[config.mk]
export PLATFORM = sky130hd
export DESIGN_NAME = transaction_ctrl_flat
export DESIGN_NICKNAME = d
export VERILOG_FILES = /design/src/rtl/usb_pid_pkg.sv /design/src/rtl/transaction_ctrl_if.sv /design/src/rtl/ep_toggle_bank.sv /design/src/rtl/transaction_ctrl.sv /design/src/flat_wrapper.sv
export SDC_FILE = /design/constraint.sdc
export NUM_CORES = 1
export LEC_CHECK = 0
export ABC_CLOCK_PERIOD_IN_PS = 4200
export BUFFER_PORTS_ARGS = -buffer_cell sky130_fd_sc_hd__buf_4
export CAP_MARGIN = 20
export CORE_MARGIN = 4
export CORE_UTILIZATION = 56
export CTS_CLUSTER_SIZE = 20
export DETAILED_ROUTE_END_ITERATION = 10
export PLACE_DENSITY = 0.84
export SYNTH_ARGS = -nofsm -noshare
export SYNTH_HDL_FRONTEND = slang
export SYNTH_SLANG_ARGS = --single-unit
[constraint.sdc]
create_clock -name clock -period 4.2 [get_ports clock]
set_input_delay 0 -clock clock [delete_from_list [all_inputs] [get_ports clock]]
set_output_delay 0 -clock clock [all_outputs]
set_load 0.1 [all_outputs]
[src/rtl/usb_pid_pkg.sv]
// usb_pid_pkg: token, data and handshake PID codes (PID[3:2]) and sequencer states
package usb_pid_pkg;
  localparam logic [1:0] TOK_OUT = 2'b00;
  localparam logic [1:0] TOK_IN = 2'b10;
  localparam logic [1:0] TOK_SETUP = 2'b11;
  localparam logic [1:0] PID_DATA0 = 2'b00;
  localparam logic [1:0] PID_DATA1 = 2'b10;
  localparam logic [1:0] HSK_ACK = 2'b00;
  localparam logic [1:0] HSK_NYET = 2'b01;
  localparam logic [1:0] HSK_NAK = 2'b10;
  localparam logic [1:0] HSK_STALL = 2'b11;
  typedef enum logic [2:0] {ST_IDLE, ST_RX_DATA, ST_HSK, ST_TX_DATA, ST_WAIT_ACK} state_t;
endpackage

[src/rtl/transaction_ctrl_if.sv]
// transaction_ctrl_if: decoder strobes, endpoint status/strobes and encoder requests around the sequencer
interface transaction_ctrl_if #(parameter int NUM_EP = 4);
  logic trn_start_i;
  logic [1:0] trn_type_i;
  logic [3:0] trn_endpoint_i;
  logic rx_trn_end_i;
  logic [1:0] rx_trn_type_i;
  logic crc_err_i;
  logic trn_hsk_recv_i;
  logic [1:0] trn_hsk_type_i;
  logic [NUM_EP-1:0] ep_rx_ready_i;
  logic [NUM_EP-1:0] ep_tx_ready_i;
  logic [NUM_EP-1:0] ep_halt_i;
  logic [NUM_EP-1:0] ep_toggle_clr_i;
  logic [3:0] ep_sel_o;
  logic ep_setup_o;
  logic ep_rx_commit_o;
  logic ep_rx_discard_o;
  logic ep_tx_commit_o;
  logic ep_tx_retry_o;
  logic hsk_tvalid_o;
  logic hsk_tready_i;
  logic [1:0] hsk_type_o;
  logic tx_start_o;
  logic [1:0] tx_type_o;
  logic tx_done_i;
  modport master (
    input trn_start_i, trn_type_i, trn_endpoint_i, rx_trn_end_i, rx_trn_type_i, crc_err_i,
          trn_hsk_recv_i, trn_hsk_type_i, ep_rx_ready_i, ep_tx_ready_i, ep_halt_i, ep_toggle_clr_i,
          hsk_tready_i, tx_done_i,
    output ep_sel_o, ep_setup_o, ep_rx_commit_o, ep_rx_discard_o, ep_tx_commit_o, ep_tx_retry_o,
           hsk_tvalid_o, hsk_type_o, tx_start_o, tx_type_o
  );
  modport slave (
    output trn_start_i, trn_type_i, trn_endpoint_i, rx_trn_end_i, rx_trn_type_i, crc_err_i,
           trn_hsk_recv_i, trn_hsk_type_i, ep_rx_ready_i, ep_tx_ready_i, ep_halt_i, ep_toggle_clr_i,
           hsk_tready_i, tx_done_i,
    input ep_sel_o, ep_setup_o, ep_rx_commit_o, ep_rx_discard_o, ep_tx_commit_o, ep_tx_retry_o,
          hsk_tvalid_o, hsk_type_o, tx_start_o, tx_type_o
  );
endinterface

[src/rtl/ep_toggle_bank.sv]
// ep_toggle_bank: per-endpoint rx/tx DATA0/DATA1 toggles; clear beats set beats flip
module ep_toggle_bank #(parameter int NUM_EP = 4) (
  input logic clock,
  input logic reset,
  input logic [NUM_EP-1:0] rx_flip,
  input logic [NUM_EP-1:0] tx_flip,
  input logic [NUM_EP-1:0] set,
  input logic [NUM_EP-1:0] clr,
  output logic [NUM_EP-1:0] rx_tog,
  output logic [NUM_EP-1:0] tx_tog
);
  always_ff @(posedge clock) begin
    if (reset) begin
      rx_tog <= '0;
      tx_tog <= '0;
    end else begin
      rx_tog <= ((rx_tog ^ rx_flip) | set) & ~clr;
      tx_tog <= ((tx_tog ^ tx_flip) | set) & ~clr;
    end
  end
endmodule

[src/rtl/transaction_ctrl.sv]
// transaction_ctrl: device-side USB transaction sequencer (responses, data toggles, turnaround timeout)
module transaction_ctrl
  import usb_pid_pkg::*;
#(
  parameter int NUM_EP = 4,
  parameter int TIMEOUT = 100
) (
  input logic clock,
  input logic reset,
  transaction_ctrl_if.master bus
);
  localparam int TW = $clog2(TIMEOUT + 1);
  state_t state;
  logic [TW-1:0] timer;
  logic [NUM_EP-1:0] tok_oh, sel_oh, rx_tog, tx_tog;
  logic tok_ok, tok_halt, tok_rdy, tok_tog, halt, rdy, rx_end, hsk_go, setup_ok, rx_adv, tx_ack, tmo;
  logic [1:0] rx_hsk;
  // one-hot selects are zero for endpoints >= NUM_EP, which doubles as the range check
  always_comb begin
    tok_oh = NUM_EP'(1) << bus.trn_endpoint_i;
    sel_oh = NUM_EP'(1) << bus.ep_sel_o;
    tok_ok = |tok_oh && bus.trn_type_i != 2'b01;
    tok_halt = |(tok_oh & bus.ep_halt_i);
    tok_rdy = |(tok_oh & bus.ep_tx_ready_i);
    tok_tog = |(tok_oh & tx_tog);
    halt = |(sel_oh & bus.ep_halt_i);
    rdy = |(sel_oh & bus.ep_rx_ready_i);
    rx_end = state == ST_RX_DATA && bus.rx_trn_end_i && !bus.trn_start_i;
    hsk_go = !bus.crc_err_i && (!bus.ep_setup_o || bus.rx_trn_type_i == PID_DATA0);
    setup_ok = rx_end && hsk_go && bus.ep_setup_o;
    rx_adv = rx_end && hsk_go && !bus.ep_setup_o && !halt && rdy
             && bus.rx_trn_type_i == {|(sel_oh & rx_tog), 1'b0};
    tx_ack = state == ST_WAIT_ACK && bus.trn_hsk_recv_i && bus.trn_hsk_type_i == HSK_ACK && !bus.trn_start_i;
    tmo = timer == TW'(TIMEOUT - 1);
    rx_hsk = bus.ep_setup_o ? HSK_ACK : halt ? HSK_STALL : !rdy ? HSK_NAK : HSK_ACK;
  end
  ep_toggle_bank #(.NUM_EP(NUM_EP)) u_tog (
    .clock(clock),
    .reset(reset),
    .rx_flip(sel_oh & {NUM_EP{rx_adv}}),
    .tx_flip(sel_oh & {NUM_EP{tx_ack}}),
    .set(sel_oh & {NUM_EP{setup_ok}}),
    .clr(bus.ep_toggle_clr_i),
    .rx_tog(rx_tog),
    .tx_tog(tx_tog)
  );
  always_ff @(posedge clock) begin
    if (reset) begin
      state <= ST_IDLE;
      timer <= '0;
      bus.ep_sel_o <= '0;
      bus.ep_setup_o <= 1'b0;
      bus.ep_rx_commit_o <= 1'b0;
      bus.ep_rx_discard_o <= 1'b0;
      bus.ep_tx_commit_o <= 1'b0;
      bus.ep_tx_retry_o <= 1'b0;
      bus.hsk_tvalid_o <= 1'b0;
      bus.hsk_type_o <= HSK_ACK;
      bus.tx_start_o <= 1'b0;
      bus.tx_type_o <= PID_DATA0;
    end else begin
      bus.ep_rx_commit_o <= 1'b0;
      bus.ep_rx_discard_o <= 1'b0;
      bus.ep_tx_commit_o <= 1'b0;
      bus.ep_tx_retry_o <= 1'b0;
      bus.tx_start_o <= 1'b0;
      timer <= timer == TW'(TIMEOUT) ? timer : timer + 1'b1;
      // a token always wins: whatever was in flight is abandoned and the token is decoded as if idle
      if (bus.trn_start_i) begin
        bus.ep_tx_retry_o <= state == ST_WAIT_ACK;
        bus.hsk_tvalid_o <= 1'b0;
        state <= ST_IDLE;
        if (tok_ok) begin
          bus.ep_sel_o <= bus.trn_endpoint_i;
          bus.ep_setup_o <= bus.trn_type_i == TOK_SETUP;
          timer <= '0;
          if (bus.trn_type_i != TOK_IN) begin
            state <= ST_RX_DATA;
          end else if (tok_halt || !tok_rdy) begin
            state <= ST_HSK;
            bus.hsk_tvalid_o <= 1'b1;
            bus.hsk_type_o <= tok_halt ? HSK_STALL : HSK_NAK;
          end else begin
            state <= ST_TX_DATA;
            bus.tx_start_o <= 1'b1;
            bus.tx_type_o <= {tok_tog, 1'b0};
          end
        end
      end else begin
        case (state)
          ST_RX_DATA:
            if (bus.rx_trn_end_i) begin
              state <= hsk_go ? ST_HSK : ST_IDLE;
              bus.hsk_tvalid_o <= hsk_go;
              bus.hsk_type_o <= rx_hsk;
              bus.ep_rx_commit_o <= setup_ok || rx_adv;
              bus.ep_rx_discard_o <= !(setup_ok || rx_adv);
            end else if (tmo) begin
              state <= ST_IDLE;
            end
          ST_HSK:
            if (bus.hsk_tready_i) begin
              state <= ST_IDLE;
              bus.hsk_tvalid_o <= 1'b0;
            end
          ST_TX_DATA:
            if (bus.tx_done_i) begin
              state <= ST_WAIT_ACK;
              timer <= '0;
            end
          ST_WAIT_ACK:
            if (bus.trn_hsk_recv_i || tmo) begin
              state <= ST_IDLE;
              bus.ep_tx_commit_o <= tx_ack;
              bus.ep_tx_retry_o <= !tx_ack;
            end
          default: state <= ST_IDLE;
        endcase
      end
    end
  end
endmodule

[src/flat_wrapper.sv]
// flat-port wrapper written by rule: the top's interface ports become plain ports
module transaction_ctrl_flat import usb_pid_pkg::*;
#(
  parameter int NUM_EP = 4,
  parameter int TIMEOUT = 100
)
  (clock, reset, bus_trn_start_i, bus_trn_type_i, bus_trn_endpoint_i, bus_rx_trn_end_i, bus_rx_trn_type_i, bus_crc_err_i, bus_trn_hsk_recv_i, bus_trn_hsk_type_i, bus_ep_rx_ready_i, bus_ep_tx_ready_i, bus_ep_halt_i, bus_ep_toggle_clr_i, bus_hsk_tready_i, bus_tx_done_i, bus_ep_sel_o, bus_ep_setup_o, bus_ep_rx_commit_o, bus_ep_rx_discard_o, bus_ep_tx_commit_o, bus_ep_tx_retry_o, bus_hsk_tvalid_o, bus_hsk_type_o, bus_tx_start_o, bus_tx_type_o);
  transaction_ctrl_if #(.NUM_EP(NUM_EP)) bus_i ();
  input logic clock;
  input logic reset;
  input wire logic [$bits(bus_i.trn_start_i)-1:0] bus_trn_start_i;
  input wire logic [$bits(bus_i.trn_type_i)-1:0] bus_trn_type_i;
  input wire logic [$bits(bus_i.trn_endpoint_i)-1:0] bus_trn_endpoint_i;
  input wire logic [$bits(bus_i.rx_trn_end_i)-1:0] bus_rx_trn_end_i;
  input wire logic [$bits(bus_i.rx_trn_type_i)-1:0] bus_rx_trn_type_i;
  input wire logic [$bits(bus_i.crc_err_i)-1:0] bus_crc_err_i;
  input wire logic [$bits(bus_i.trn_hsk_recv_i)-1:0] bus_trn_hsk_recv_i;
  input wire logic [$bits(bus_i.trn_hsk_type_i)-1:0] bus_trn_hsk_type_i;
  input wire logic [$bits(bus_i.ep_rx_ready_i)-1:0] bus_ep_rx_ready_i;
  input wire logic [$bits(bus_i.ep_tx_ready_i)-1:0] bus_ep_tx_ready_i;
  input wire logic [$bits(bus_i.ep_halt_i)-1:0] bus_ep_halt_i;
  input wire logic [$bits(bus_i.ep_toggle_clr_i)-1:0] bus_ep_toggle_clr_i;
  input wire logic [$bits(bus_i.hsk_tready_i)-1:0] bus_hsk_tready_i;
  input wire logic [$bits(bus_i.tx_done_i)-1:0] bus_tx_done_i;
  output wire logic [$bits(bus_i.ep_sel_o)-1:0] bus_ep_sel_o;
  output wire logic [$bits(bus_i.ep_setup_o)-1:0] bus_ep_setup_o;
  output wire logic [$bits(bus_i.ep_rx_commit_o)-1:0] bus_ep_rx_commit_o;
  output wire logic [$bits(bus_i.ep_rx_discard_o)-1:0] bus_ep_rx_discard_o;
  output wire logic [$bits(bus_i.ep_tx_commit_o)-1:0] bus_ep_tx_commit_o;
  output wire logic [$bits(bus_i.ep_tx_retry_o)-1:0] bus_ep_tx_retry_o;
  output wire logic [$bits(bus_i.hsk_tvalid_o)-1:0] bus_hsk_tvalid_o;
  output wire logic [$bits(bus_i.hsk_type_o)-1:0] bus_hsk_type_o;
  output wire logic [$bits(bus_i.tx_start_o)-1:0] bus_tx_start_o;
  output wire logic [$bits(bus_i.tx_type_o)-1:0] bus_tx_type_o;
  assign bus_i.trn_start_i = bus_trn_start_i;
  assign bus_i.trn_type_i = bus_trn_type_i;
  assign bus_i.trn_endpoint_i = bus_trn_endpoint_i;
  assign bus_i.rx_trn_end_i = bus_rx_trn_end_i;
  assign bus_i.rx_trn_type_i = bus_rx_trn_type_i;
  assign bus_i.crc_err_i = bus_crc_err_i;
  assign bus_i.trn_hsk_recv_i = bus_trn_hsk_recv_i;
  assign bus_i.trn_hsk_type_i = bus_trn_hsk_type_i;
  assign bus_i.ep_rx_ready_i = bus_ep_rx_ready_i;
  assign bus_i.ep_tx_ready_i = bus_ep_tx_ready_i;
  assign bus_i.ep_halt_i = bus_ep_halt_i;
  assign bus_i.ep_toggle_clr_i = bus_ep_toggle_clr_i;
  assign bus_i.hsk_tready_i = bus_hsk_tready_i;
  assign bus_i.tx_done_i = bus_tx_done_i;
  assign bus_ep_sel_o = bus_i.ep_sel_o;
  assign bus_ep_setup_o = bus_i.ep_setup_o;
  assign bus_ep_rx_commit_o = bus_i.ep_rx_commit_o;
  assign bus_ep_rx_discard_o = bus_i.ep_rx_discard_o;
  assign bus_ep_tx_commit_o = bus_i.ep_tx_commit_o;
  assign bus_ep_tx_retry_o = bus_i.ep_tx_retry_o;
  assign bus_hsk_tvalid_o = bus_i.hsk_tvalid_o;
  assign bus_hsk_type_o = bus_i.hsk_type_o;
  assign bus_tx_start_o = bus_i.tx_start_o;
  assign bus_tx_type_o = bus_i.tx_type_o;
  transaction_ctrl #(.NUM_EP(NUM_EP), .TIMEOUT(TIMEOUT)) u_core (.clock(clock), .reset(reset), .bus(bus_i));
endmodule
Yosys cells after proc, flatten, opt, wreduce, memory -nomap -nowiden
Cells that the tools add are included.

word-level totals
  bits in registers = 32
  input bits = 34
  output and inout bits = 15
  word-level logic and storage cells = 140

operators by class
  add/sub/neg operators = 1
  equal/unequal tests = 18
  shift-type cells = 2
  multiplexer cells = 37
  bitwise operators = 24
  reduce and logical (&&, ||, !) cells = 44

operator list
  cell                                             number
  bitwise AND 4 bit                                11
  OR reduction 4 bit                               10
  two-way mux 7 bit                                5
  two-way mux 3 bit                                8
  two-way mux 2 bit                                10
  == test 7 bit, second input constant             2
  logical AND 1 bit                                13
  two-way mux 1 bit                                12
  != test 3 bit, second input constant             4
  one-hot mux 3 bit (4 select lines)               1
  inverter 1 bit                                   8
  OR 4 bit                                         2
  AND reduction 4 bit                              2
  left shift 1 x 4 -> 4 bit, first input constant  2
  bitwise XOR 4 bit                                2
  adder 7 x 1 -> 7 bit, second input constant      1
  zero test 1 bit                                  7
  == test 3 x 2 -> 1 bit, second input constant    2
  != test 2 x 1 -> 1 bit, second input constant    3
  AND reduction 5 bit                              1
  zero test 2 bit                                  2
  logical OR 1 bit                                 4
  != test 2 bit, second input constant             2
  != test 4 x 3 -> 1 bit, second input constant    1
  10 further kinds                                 11

Longest topological paths before layout
Gate-level depths: netlist (run 1).

  word-level depth = 12
  mapped depth = 6
  depth with buffers taken out = 5

Hierarchy
A second synthesis (run 1) with hierarchy kept.

second synthesis, totals
  cell total of the unflattened synthesis = 194
  area, all modules = 1759.2 sq um

modules (own cells, without submodules)
  module            times used  cells an instance  area each (sq um)  sequential area each (sq um)
  transaction_ctrl  1           166                1453.9             480.5
  ep_toggle_bank    1           28                 305.3              160.2

Worst setup path after synthesis (run 1)
Ideal clock, no wire load.

  kind = reg2reg
  start point = register u_core.bus.ep_sel_o[0]
  end point = register u_core.u_tog.rx_tog[1]
  setup time = 117 ps
  arrival = 2559 ps
  data required time = 4083 ps
  setup slack = 1524 ps
  cell stages (with the launch flop) = 7
  path buffers = 1
  clock period less this slack = 2676 ps
  cell sequence = dfxtp_1 -> buf_2 -> mux4_2 -> xor2_1 -> nor4_4 -> nand4_1 -> a32o_1

between the ends
  cells in the longest elaborated chain, start to end = 11
  elaborated cells on any way between the ends = 17
  classes of those cells = 1 x eq/ne; 1 x shift; 8 x bitwise; 7 x reduce/logical

RTL lines
  element                          line                       RTL
  from (decl)                      transaction_ctrl_if.sv:31  output ep_sel_o, ep_setup_o, ep_rx_commit_o, ep_rx_discard_o, ep_tx_commit_o, ep_tx_retry_o,
  from (signal assigned)           transaction_ctrl.sv:74     bus.ep_sel_o <= bus.trn_endpoint_i;
  left shift 1 x 4 -> 4 bit *      transaction_ctrl.sv:21     sel_oh = NUM_EP'(1) << bus.ep_sel_o;
  bitwise AND 4 bit                transaction_ctrl.sv:26     halt = |(sel_oh & bus.ep_halt_i);
  OR reduction 4 bit               transaction_ctrl.sv:26
  zero test 1 bit                  transaction_ctrl.sv:31     rx_adv = rx_end && hsk_go && !bus.ep_setup_o && !halt && rdy
  logical AND 1 bit (2 in series)  transaction_ctrl.sv:31
  logical AND 1 bit                transaction_ctrl.sv:32     && bus.rx_trn_type_i == {|(sel_oh & rx_tog), 1'b0};
  bitwise AND 4 bit                transaction_ctrl.sv:40     .rx_flip(sel_oh & {NUM_EP{rx_adv}}),
  bitwise XOR 4 bit                ep_toggle_bank.sv:17       rx_tog <= ((rx_tog ^ rx_flip) | set) & ~clr;
  OR 4 bit *                       ep_toggle_bank.sv:17
  bitwise AND 4 bit *              ep_toggle_bank.sv:17
  to (signal assigned)             ep_toggle_bank.sv:17
  to (decl)                        ep_toggle_bank.sv:9        output logic [NUM_EP-1:0] rx_tog,

Every way passes the cells marked *; elsewhere a longest branch is shown, timed or not.
A chain may end at the register's enable or synchronous reset.

Worst setup path after layout (run 1)
Same ends and word-level chain as after synthesis.

==> flow_summary.toml, run 1 <==
[floorplanning]
rows = 20
core_um2 = 3080
die_h_um = 65.1
die_area_um2 = 4230
die_w_um = 65.1
ios = 49
initial_core_util_pct = 59.2

[layout]
syn2layout_area_growth_pct = 30.3
num_antenna_cells = 0
stdcell_area_um2 = 2380
layout.nets = 295
nFillCells = 243
drive_gt1_share_pct = 28.1

[setup_path]
crit_fanout = 11
cp.required_ns = 4.43
cp_slowest_cell = "dfxtp_1"
start_kind = "register"
cp_cell_sequence = "mux4_2 > xor2_1 > nor4_4 > nand4_1 > a32o_1"
end_kind = "register"
critPathMaxStageDelay_ns = 0.58
rrSetupSlack_ns = 2.06
critical_path.top_delay_family = "flip-flops"
reg2reg_depth = 5
crit_arrival_ns = 2.37
crit_type = "reg2reg"
path_buf_inv = 0
r2r_end = "u_core.u_tog.rx_tog[1]$_SDFF_PP0_"
r2r_start = "u_core.bus.ep_sel_o[0]$_SDFFE_PP0P_"

[clock_network]
cts_root_buf = "clkbuf_4"
cts_resized = 0
clk_path_buf_depth = 2
cts_tree = "done"
cts-buffers-inserted = 5
clock_sinks = 32
clk_latency_ns = 0.34
h-tree-depth = 2
clkTransAtPathRegs_ns = 0.11

[placement]
dp_hpwl_um = 3430
io_buffers = 47
gp_congestion = 0.988
place_area_um2 = 2190

[yosys]
syn_avg_cell_area_um2 = 8.98
synth-seq-cells = 32
synth_ff_type = "dfxtp_1"
synth_top_area_cell = "dfxtp_1"
synth_top_area_share_pct = 35.1
syn_inst = 203
synth_edf_count = 0
async_flop_share_pct = 0
synth.top_cells.by_area = "dfxtp_1, mux4_2, nor2_1"
syn-cell-area_um2 = 1820
syn_nets = 239
synth_warnings = 0
synth.lib_cells_used.distinct = 54
yosysSeqAreaShare_pct = 35.1

[timing]
tightest_slew_ns = 0.862
period_share_pct = 51.0
min_period_ns = 2.14
slew_violations = 0
skew_ns = 0.0159
setup_tns_ns = 0
rsz0062_at_grt = "no"
setup_viol_count_final = 0
hold_viol_final = 0
slew_headroom_pct = 41.1
fmax_mhz = 467

[detailed_routing]
ant_nets = 0
drt_iter0_drc = 110
vias = 1766
drt_drc_violations_left = 0
vias_per_cell = 5.81
finalWirelength_um = 4550
firstDrtPassIters = 4
wl_per_cell_um = 15.0

[global_routing]
grt_first_pass_wirelength_um = 7580
antenna_found_initial = 0
grt_max_degree = 28
grt_overflow = 0
grt_usage_pct = 23.5
grt_pass1_vias = 1685

[min_path]
hp-class = "in2reg"
min_to = "u_core.bus.tx_start_o$_SDFF_PP0_"
hold_depth = 2
min_from = "reset"

[power_and_ir_drop]
p_per_area_nw_per_um2 = 276
ir_worst_vdd_mv = 0.202
p_leak_nw = 0.946

[status]
outcome = "completed"

[flow_run]
cap_viol_max_count = 0
## synth_stat cells (5+ instances only)
cell,n
a211oi_1,5
nand2_1,7
a21oi_1,10
nand2b_1,7
dfxtp_1,32
clkbuf_1,5
nand3_1,6
inv_1,7
o21ai_0,7
nor3_2,5
nand3b_1,5
nor2_1,27
nor3_1,5
nor4_1,5
mux4_2,5
## worst register-to-register path, delay by kind of cell (launching register included)
| family | cells | cell delay, ns |
|---|---|---|
| flip-flops | 1 | 0.58 |
| multiplexers | 1 | 0.57 |
| AND/OR/NAND/NOR | 2 | 0.42 |
| AO/OA/AOI/OAI | 1 | 0.29 |
| XOR/XNOR | 1 | 0.18 |
## kinds of logic after synthesis
group | synth area share, %
flip-flops | 35.1
other | 0.206
XOR/XNOR | 3.36
AO/OA/AOI/OAI | 16.3
multiplexers | 7.28
buffers and inverters | 3.71
adder cells (fa/ha/maj) | 1.37
AND/OR/NAND/NOR | 32.6
## sequential cells by signal (all words and copies together) (netlist names), 2 cells and up
register and cells:
u_core.timer 7, u_core.u_tog.rx_tog 4, u_core.bus.ep_sel_o 4, u_core.u_tog.tx_tog 4, u_core.bus.hsk_type_o 2, u_core.state 3
## how the worst max path moves through the flow
| stage | from | endpoint | slack [ns] | cells after the start |
|---|---|---|---|---|
| floorplan | u_core.bus.ep_sel_o[0]$_SDFFE_PP0P_ | u_core.u_tog.rx_tog[1]$_SDFF_PP0_ | 1.52 | 6 |
| global route | u_core.bus.ep_sel_o[0]$_SDFFE_PP0P_ | u_core.bus.ep_rx_commit_o$_SDFF_PP0_ | 1.90 | 5 |
| global placement | u_core.bus.ep_sel_o[0]$_SDFFE_PP0P_ | u_core.u_tog.rx_tog[1]$_SDFF_PP0_ | 2.17 | 5 |
| detailed placement | u_core.bus.ep_sel_o[0]$_SDFFE_PP0P_ | u_core.u_tog.rx_tog[1]$_SDFF_PP0_ | 2.09 | 5 |
| CTS | u_core.bus.ep_sel_o[0]$_SDFFE_PP0P_ | u_core.u_tog.rx_tog[1]$_SDFF_PP0_ | 2.08 | 5 |
| finish | u_core.bus.ep_sel_o[0]$_SDFFE_PP0P_ | u_core.u_tog.rx_tog[1]$_SDFF_PP0_ | 2.06 | 5 |
## layout make-up
type | instances | area [um2] | share of cell area, %
repair buffers | 58 | 463 | 19.5
clock inverters | 2 | 35.0 | 1.47
flip-flops and latches | 32 | 641 | 27.0
inverters | 7 | 26.3 | 1.11
clock buffers | 6 | 41.3 | 1.74
well taps | 44 | 55.1 | 2.32
multi-input cells | 155 | 1110 | 46.9
## power by group
group,switching [mW],internal (mW),leakage (nW)
clock,0.105,0.125,0.0422
combinational,0.0607,0.0499,0.645
sequential,0.00631,0.308,0.259
## cells in the final DEF, fill, tap and decap left out, types with 2 or more instances in the layout
| cell type | Yosys | routed |
|---|---|---|
| nand2_1 | 7 | 7 |
| nand2b_1 | 7 | 7 |
| nand3_1 | 6 | 6 |
| xnor2_1 | 4 | 4 |
| nor2b_1 | 2 | 2 |
| and2_1 | 2 | 2 |
| nor2_1 | 27 | 27 |
| o31a_1 | 4 | 4 |
| buf_4 | 1 | 47 |
| inv_1 | 7 | 7 |
| nor3_1 | 5 | 5 |
| o21ai_0 | 7 | 7 |
| ha_1 | 2 | 2 |
| dfxtp_1 | 32 | 32 |
| a21oi_1 | 10 | 10 |
| nor4_4 | 2 | 2 |
| a211oi_1 | 5 | 5 |
| nor4_1 | 5 | 5 |
| clkbuf_4 | 0 | 5 |
| nor4bb_1 | 3 | 3 |
| nand3b_1 | 5 | 5 |
| or3_1 | 2 | 2 |
| a32o_1 | 2 | 2 |
| o21a_1 | 4 | 4 |
| mux4_2 | 5 | 5 |
| nor3b_1 | 3 | 3 |
| dlygate4sd3_1 | 0 | 11 |
| nor3_2 | 5 | 5 |
| or2_2 | 3 | 3 |
| mux2i_1 | 2 | 2 |
| xor2_1 | 3 | 3 |
## metrics by stage
stage | util [%] | cells | power (mW) | worst slack, ns | hold slack [ns]
floorplan | - | 203 | 0.381 | 1.52 | 0.0697
global placement | 71.1 | 285 | 0.422 | 2.17 | 0.172
detailed placement | 71.1 | 285 | 0.423 | 2.09 | 0.173
CTS | 77.2 | 304 | 0.659 | 2.08 | 0.0189
global route | 77.2 | 304 | 0.690 | 1.90 | 0.0333
finish | 77.2 | 304 | 0.655 | 2.06 | 0.0314
## metal layers
| layer | track usage, % | wire [um] | share of wire, % |
|---|---|---|---|
| met5 | 0 | 0 | 0 |
| met4 | 6.74 | 44 | 0.97 |
| met3 | 6.41 | 401 | 8.8 |
| met2 | 40.2 | 2170 | 48 |
| met1 | 28.9 | 1930 | 42 |
## repair_timing
| action | 4_1_cts | 5_1_grt |
|---|---|---|
| endpoints found under the hold margin | 10 | 0 |
| setup endpoints to repair | 0 | 0 |
| buffers inserted | 0 | 0 |
| hold buffers | 11 | 0 |
(Power assumes the default switching activity.)
==> run 2: changes to the inputs <==
--- a/config.mk
+++ b/config.mk
@@ -5,14 +5,14 @@
 export SDC_FILE = /design/constraint.sdc
 export NUM_CORES = 1
 export LEC_CHECK = 0
-export ABC_CLOCK_PERIOD_IN_PS = 4200
+export ABC_CLOCK_PERIOD_IN_PS = 1810
 export BUFFER_PORTS_ARGS = -buffer_cell sky130_fd_sc_hd__buf_4
 export CAP_MARGIN = 20
 export CORE_MARGIN = 4
-export CORE_UTILIZATION = 56
+export CORE_UTILIZATION = 47
 export CTS_CLUSTER_SIZE = 20
 export DETAILED_ROUTE_END_ITERATION = 10
-export PLACE_DENSITY = 0.84
+export PLACE_DENSITY = 0.75
 export SYNTH_ARGS = -nofsm -noshare
 export SYNTH_HDL_FRONTEND = slang
 export SYNTH_SLANG_ARGS = --single-unit
==> constraint.sdc (replaced) <==
create_clock -name clock -period 1.81 [get_ports clock]
set_input_delay 0 -clock clock [delete_from_list [all_inputs] [get_ports clock]]
set_output_delay 0 -clock clock [all_outputs]
set_load 0.1 [all_outputs]
==> run 2 against run 1 <==
Compared with the run above:
- register-to-register slack lost 2.1 ns
- cell area up 6.4%
- setup slack got worse by 2.1 ns
- total power increased by 140%
- maximum frequency is 18% higher
- critical path type unchanged
- highest routed layer unchanged
==> flow_summary.toml, run 2 (synthesized netlist as in run 1, its figures left out) <==
[status]
outcome = "completed"

[setup_path]
crit_fanout = 4
end_kind = "register"
reg2reg_depth = 5
cp.required_ns = 1.98
r2r_end = "u_core.u_tog.rx_tog[1]$_SDFF_PP0_"
r2r_start = "u_core.state[2]$_SDFFE_PP0P_"
rrSetupSlack_ns = 0.001
start_kind = "register"
crit_type = "reg2reg"
crit_arrival_ns = 1.98

[layout]
top_register = "u_core.timer"
finalNonFillerCells = 321
final_common_cell = "buf_4"
largest_reg_flops = 7
final_cell_mix = "buf_4, nor2_1, dfxtp_1"
num_antenna_cells = 0
layout.nets = 308
syn2layout_area_growth_pct = 38.7
drive_gt1_share_pct = 38.1

[timing]
slew_violations = 0
fmax_mhz = 553
finalHoldWorstSlack_ns = 0.0376
min_period_ns = 1.81
period_share_pct = 99.9
hold_viol_final = 0
skew_ns = 0.00616
setup_viol_count_final = 0
fin_ws_ns = 0.00119
rsz0062_at_grt = "yes"

[detailed_routing]
wl_per_cell_um = 14.7
drt_iter0_drc = 118
vias_per_cell = 5.52
firstDrtPassIters = 6
finalWirelength_um = 4720
drt_drc_violations_left = 0
vias = 1771
ant_nets = 0

[global_routing]
grt_busiest_layer = "met2"
grt_util_met1_pct = 25.9
met3_usage_pct = 4.75
grt_overflow = 0
grt_pass1_vias = 1755
grt_first_pass_wirelength_um = 8070
grt_max_degree = 28
antenna_found_initial = 0
grt_usage_pct = 20.2
gr-usage-met2_pct = 33.7

[placement]
dp.cells = 307
gp_congestion = 0.890
pre_cts_ws_ns = -0.0618
dp_hpwl_um = 3590
io_buffers = 47

[min_path]
min_from = "bus_trn_endpoint_i[2]"
hold_depth = 4
min_to = "u_core.bus.tx_type_o[1]$_SDFFE_PP0P_"
hp-class = "in2reg"

[power_and_ir_drop]
ir_worst_vdd_mv = 0.366
power_frac_comb_pct = 16.9
internal-power_mw = 1.14
p_clk_share_pct = 36.2
sw_frac_of_total_pct = 26.4
p_leak_nw = 1.03
p_per_area_nw_per_um2 = 613
p_seq_share_pct = 46.8
p_sw_mw = 0.409
p_total_mw = 1.55

[clock_network]
cts_tree = "done"
cts-buffers-inserted = 5
clock_sinks = 32
clk_path_buf_depth = 2
clk_latency_ns = 0.28
clkTransAtPathRegs_ns = 0.06
h-tree-depth = 2
cts_root_buf = "clkbuf_8"

[floorplanning]
die_h_um = 70.3
initial_core_util_pct = 49.1
die_area_um2 = 4940
ios = 49
die_w_um = 70.3
rows = 22
core_um2 = 3720

[flow_run]
cap_viol_max_count = 0
==> run 2: worst max-delay path by stage <==
stage	end	cells past startpoint	slack [ns]	from
after floorplan	u_core.u_tog.rx_tog[1]$_SDFF_PP0_	5	-0.25	u_core.bus.ep_sel_o[1]$_SDFFE_PP0P_
after global placement	u_core.u_tog.rx_tog[2]$_SDFF_PP0_	6	-0.02	u_core.bus.ep_sel_o[0]$_SDFFE_PP0P_
after detailed placement	u_core.u_tog.rx_tog[2]$_SDFF_PP0_	6	-0.06	u_core.bus.ep_sel_o[0]$_SDFFE_PP0P_
after CTS	u_core.u_tog.rx_tog[3]$_SDFF_PP0_	6	-0.01	u_core.bus.ep_sel_o[0]$_SDFFE_PP0P_
after global routing	u_core.u_tog.rx_tog[1]$_SDFF_PP0_	5	-0.04	u_core.state[2]$_SDFFE_PP0P_
final	u_core.u_tog.rx_tog[1]$_SDFF_PP0_	5	0.001	u_core.state[2]$_SDFFE_PP0P_
==> run 2: critical path, cell delays in order, from the launching register on <==
cell     delay [ns]
dfxtp_2        0.32
or4b_4         0.55
or2_4          0.30
nor3_4         0.18
nand4_1        0.13
a32o_1         0.22
==> run 2: what timing repair did <==
action / CTS / global route
pin swaps: 5 / 3
hold endpoints to repair: 6 / 0
hold buffers: 5 / 0
gates resized for setup: 4 / 8
endpoints found under the setup margin: 8 / 10
buffers inserted: 2 / 0
==> run 2: cell type report <==
class | instances | area [um2]
timing repair buffer | 71 | 546
tap | 48 | 60.1
inverter | 7 | 26.3
multi-input combinational | 155 | 1150
fill | 332 | 1190
clock buffer | 8 | 90.1
sequential | 32 | 654
==> run 2: power groups by stage <==
stage          Clock (mW)  Combinational (mW)  Sequential, mW
2_1_floorplan           0               0.111           0.774
3_3_place_gp            0               0.247           0.741
3_5_place_dp            0               0.250           0.741
4_1_cts             0.576               0.260           0.725
5_1_grt             0.601               0.284           0.728
6_report            0.561               0.262           0.726
==> run 2: metrics by stage <==
stage               instance area [um2]  util (%)  setup TNS [ns]
floorplan                          1850         -           -1.33
global placement                   2340      63.0         -0.0306
detailed placement                 2340      63.0          -0.157
CTS                                2510      67.6         -0.0259
global route                       2530      68.0          -0.107
finish                             2530      68.0               0
==> run 2: routing by layer <==
| layer | wire length, um | part of all wire [%] |
|---|---|---|
| met5 | 0 | 0 |
| met4 | 47 | 1.0 |
| met3 | 303 | 6.4 |
| met2 | 2240 | 47 |
| met1 | 2130 | 45 |
==> run 3: changes to the inputs <==
--- a/config.mk
+++ b/config.mk
@@ -13,6 +13,7 @@
 export CTS_CLUSTER_SIZE = 20
 export DETAILED_ROUTE_END_ITERATION = 10
 export PLACE_DENSITY = 0.75
+export SETUP_SLACK_MARGIN = 0.3
 export SYNTH_ARGS = -nofsm -noshare
 export SYNTH_HDL_FRONTEND = slang
 export SYNTH_SLANG_ARGS = --single-unit
==> constraint.sdc (replaced) <==
create_clock -name clock -period 1.81 [get_ports clock]
set_input_delay 0.2715 -clock clock [delete_from_list [all_inputs] [get_ports clock]]
set_output_delay 0.2715 -clock clock [all_outputs]
set_load 0.1 [all_outputs]
==> run 3 against run 2 <==
Compared with the run above:
- the flow now finishes with violations (setup timing)
- utilization rose by 5.2 points
- non-clock buffer count rose by 9
- clock skew rose by 0.0042 ns
- die area did not move
- maximum frequency fell by 1.7%
- first-iteration DRC count rose by 58%
- sequential power barely moved
- final cell count rose by 2.8%
- global-route usage rose by 0.72 points
- critical endpoint unchanged
- largest cell class unchanged
==> flow_summary.toml, run 3 (synthesized netlist as in run 1, its figures left out) <==
[global_routing]
grt_overflow = 0
antenna_found_initial = 0
grt_usage_pct = 20.9
grt_first_pass_wirelength_um = 8270
grt_max_degree = 28
grt_pass1_vias = 1795

[layout]
syn2layout_area_growth_pct = 49.2
layout.nets = 317
nFillCells = 290
final_cell_mix = "buf_4, nor2_1, dfxtp_1"
drive_gt1_share_pct = 47.2
final_common_cell = "buf_4"
finalNonFillerCells = 330
fin_util_pct = 73.2
num_antenna_cells = 0
largest_reg_flops = 7
top_register = "u_core.timer"

[setup_path]
path_buf_inv = 0
crit_type = "reg2reg"
end_kind = "register"
critPathMaxStageDelay_ns = 0.55
start_kind = "register"
rrSetupSlack_ns = -0.03
critical_path.top_delay_family = "simple AND/OR/NAND/NOR gates"
cp_cell_sequence = "or4b_4 > or2_4 > nor3_4 > nand4_1 > a32o_1"
crit_fanout = 4
crit_arrival_ns = 2.02
cp.required_ns = 1.99
cp_slowest_cell = "or4b_4"

[flow_run]
cap_viol_max_count = 0

[clock_network]
clk_latency_ns = 0.29
h-tree-depth = 2
cts_tree = "done"
clk_path_buf_depth = 2
cts_root_buf = "clkbuf_8"
cts-buffers-inserted = 5
clock_sinks = 32
clkTransAtPathRegs_ns = 0.07
ctsHoldBuffers = 0

[floorplanning]
die_h_um = 70.3
die_area_um2 = 4940
ios = 49
die_w_um = 70.3
rows = 22
core_um2 = 3720
initial_core_util_pct = 49.1

[power_and_ir_drop]
sw_frac_of_total_pct = 27.5
ir_worst_vdd_mv = 0.391
p_seq_share_pct = 46.9
p_clk_share_pct = 34.0
p_leak_nw = 1.11
p_sw_mw = 0.426
power_frac_comb_pct = 19.1
internal-power_mw = 1.12
p_per_area_nw_per_um2 = 568

[timing]
slew_violations = 0
setup_viol_count_final = 2
fmax_mhz = 543
fin_ws_ns = -0.0308
hold_viol_final = 0
skew_ns = 0.0103
min_period_ns = 1.84
rsz0062_at_grt = "yes"
period_share_pct = 102

[detailed_routing]
vias_per_cell = 5.61
drt_iter0_drc = 187
firstDrtPassIters = 4
drt_drc_violations_left = 0
finalWirelength_um = 5070
ant_nets = 0
vias = 1850
wl_per_cell_um = 15.4

[status]
violations = "setup timing"
outcome = "finished with violations"

[min_path]
hp-class = "in2reg"

[placement]
dp.cells = 313
io_buffers = 47
gp_congestion = 0.861
dp_hpwl_um = 3670
## run 3: path summary, 6_finish.rpt
path | cells past startpoint | end | start
setup / recovery | 5 | u_core.u_tog.rx_tog[1]$_SDFF_PP0_ | u_core.state[2]$_SDFFE_PP0P_
hold reg to reg | 1 | u_core.bus.ep_sel_o[3]$_SDFFE_PP0P_ | u_core.bus.ep_sel_o[3]$_SDFFE_PP0P_
setup reg to reg | 5 | u_core.u_tog.rx_tog[1]$_SDFF_PP0_ | u_core.state[2]$_SDFFE_PP0P_
hold / removal | 2 | u_core.u_tog.tx_tog[0]$_SDFF_PP0_ | bus_ep_toggle_clr_i[0]
## run 3: cell type report
class | instances | area, um2 | share of cell area [%]
clock buffer | 7 | 76.3 | 2.81
clock inverter | 1 | 5.00 | 0.184
inverter | 7 | 26.3 | 0.966
multi-input combinational | 155 | 1260 | 46.2
sequential | 32 | 657 | 24.1
tap | 48 | 60.1 | 2.21
timing repair buffer | 80 | 639 | 23.5
## run 3: repair_timing
action | CTS | global route
resized for setup | 14 | 22
buffers inserted | 5 | 4
pin swaps | 11 | 7
endpoints found under the setup margin | 12 | 26
## run 3: power groups by stage
stage | registers [mW] | clock network [mW] | logic [mW]
3_5_place_dp | 0.740 | 0 | 0.263
3_3_place_gp | 0.740 | 0 | 0.260
5_1_grt | 0.728 | 0.565 | 0.317
6_report | 0.726 | 0.526 | 0.295
4_1_cts | 0.725 | 0.535 | 0.274
2_1_floorplan | 0.773 | 0 | 0.111
## run 3: per-stage QoR
stage | setup TNS [ns] | setup slack, ns | power [mW] | hold slack, ns | cell area (um2)
global route | -0.384 | -0.120 | 1.61 | 0.143 | 2720
global placement | -1.17 | -0.172 | 1.00 | 0.447 | 2390
CTS | -0.0299 | -0.0151 | 1.53 | 0.149 | 2580
detailed placement | -1.50 | -0.197 | 1.00 | 0.448 | 2390
finish | -0.0505 | -0.0308 | 1.55 | 0.154 | 2720
floorplan | -1.33 | -0.246 | 0.884 | 0.341 | 1850
## run 3: routing by layer
metal / track usage [%] / vias to the layer above / part of all wire, %
li1: - / 897 / -
met1: 28.2 / 879 / 45
met2: 32.4 / 65 / 47
met3: 4.32 / 9 / 6.6
met4: 8.51 / 0 / 1.8
met5: 0 / - / 0
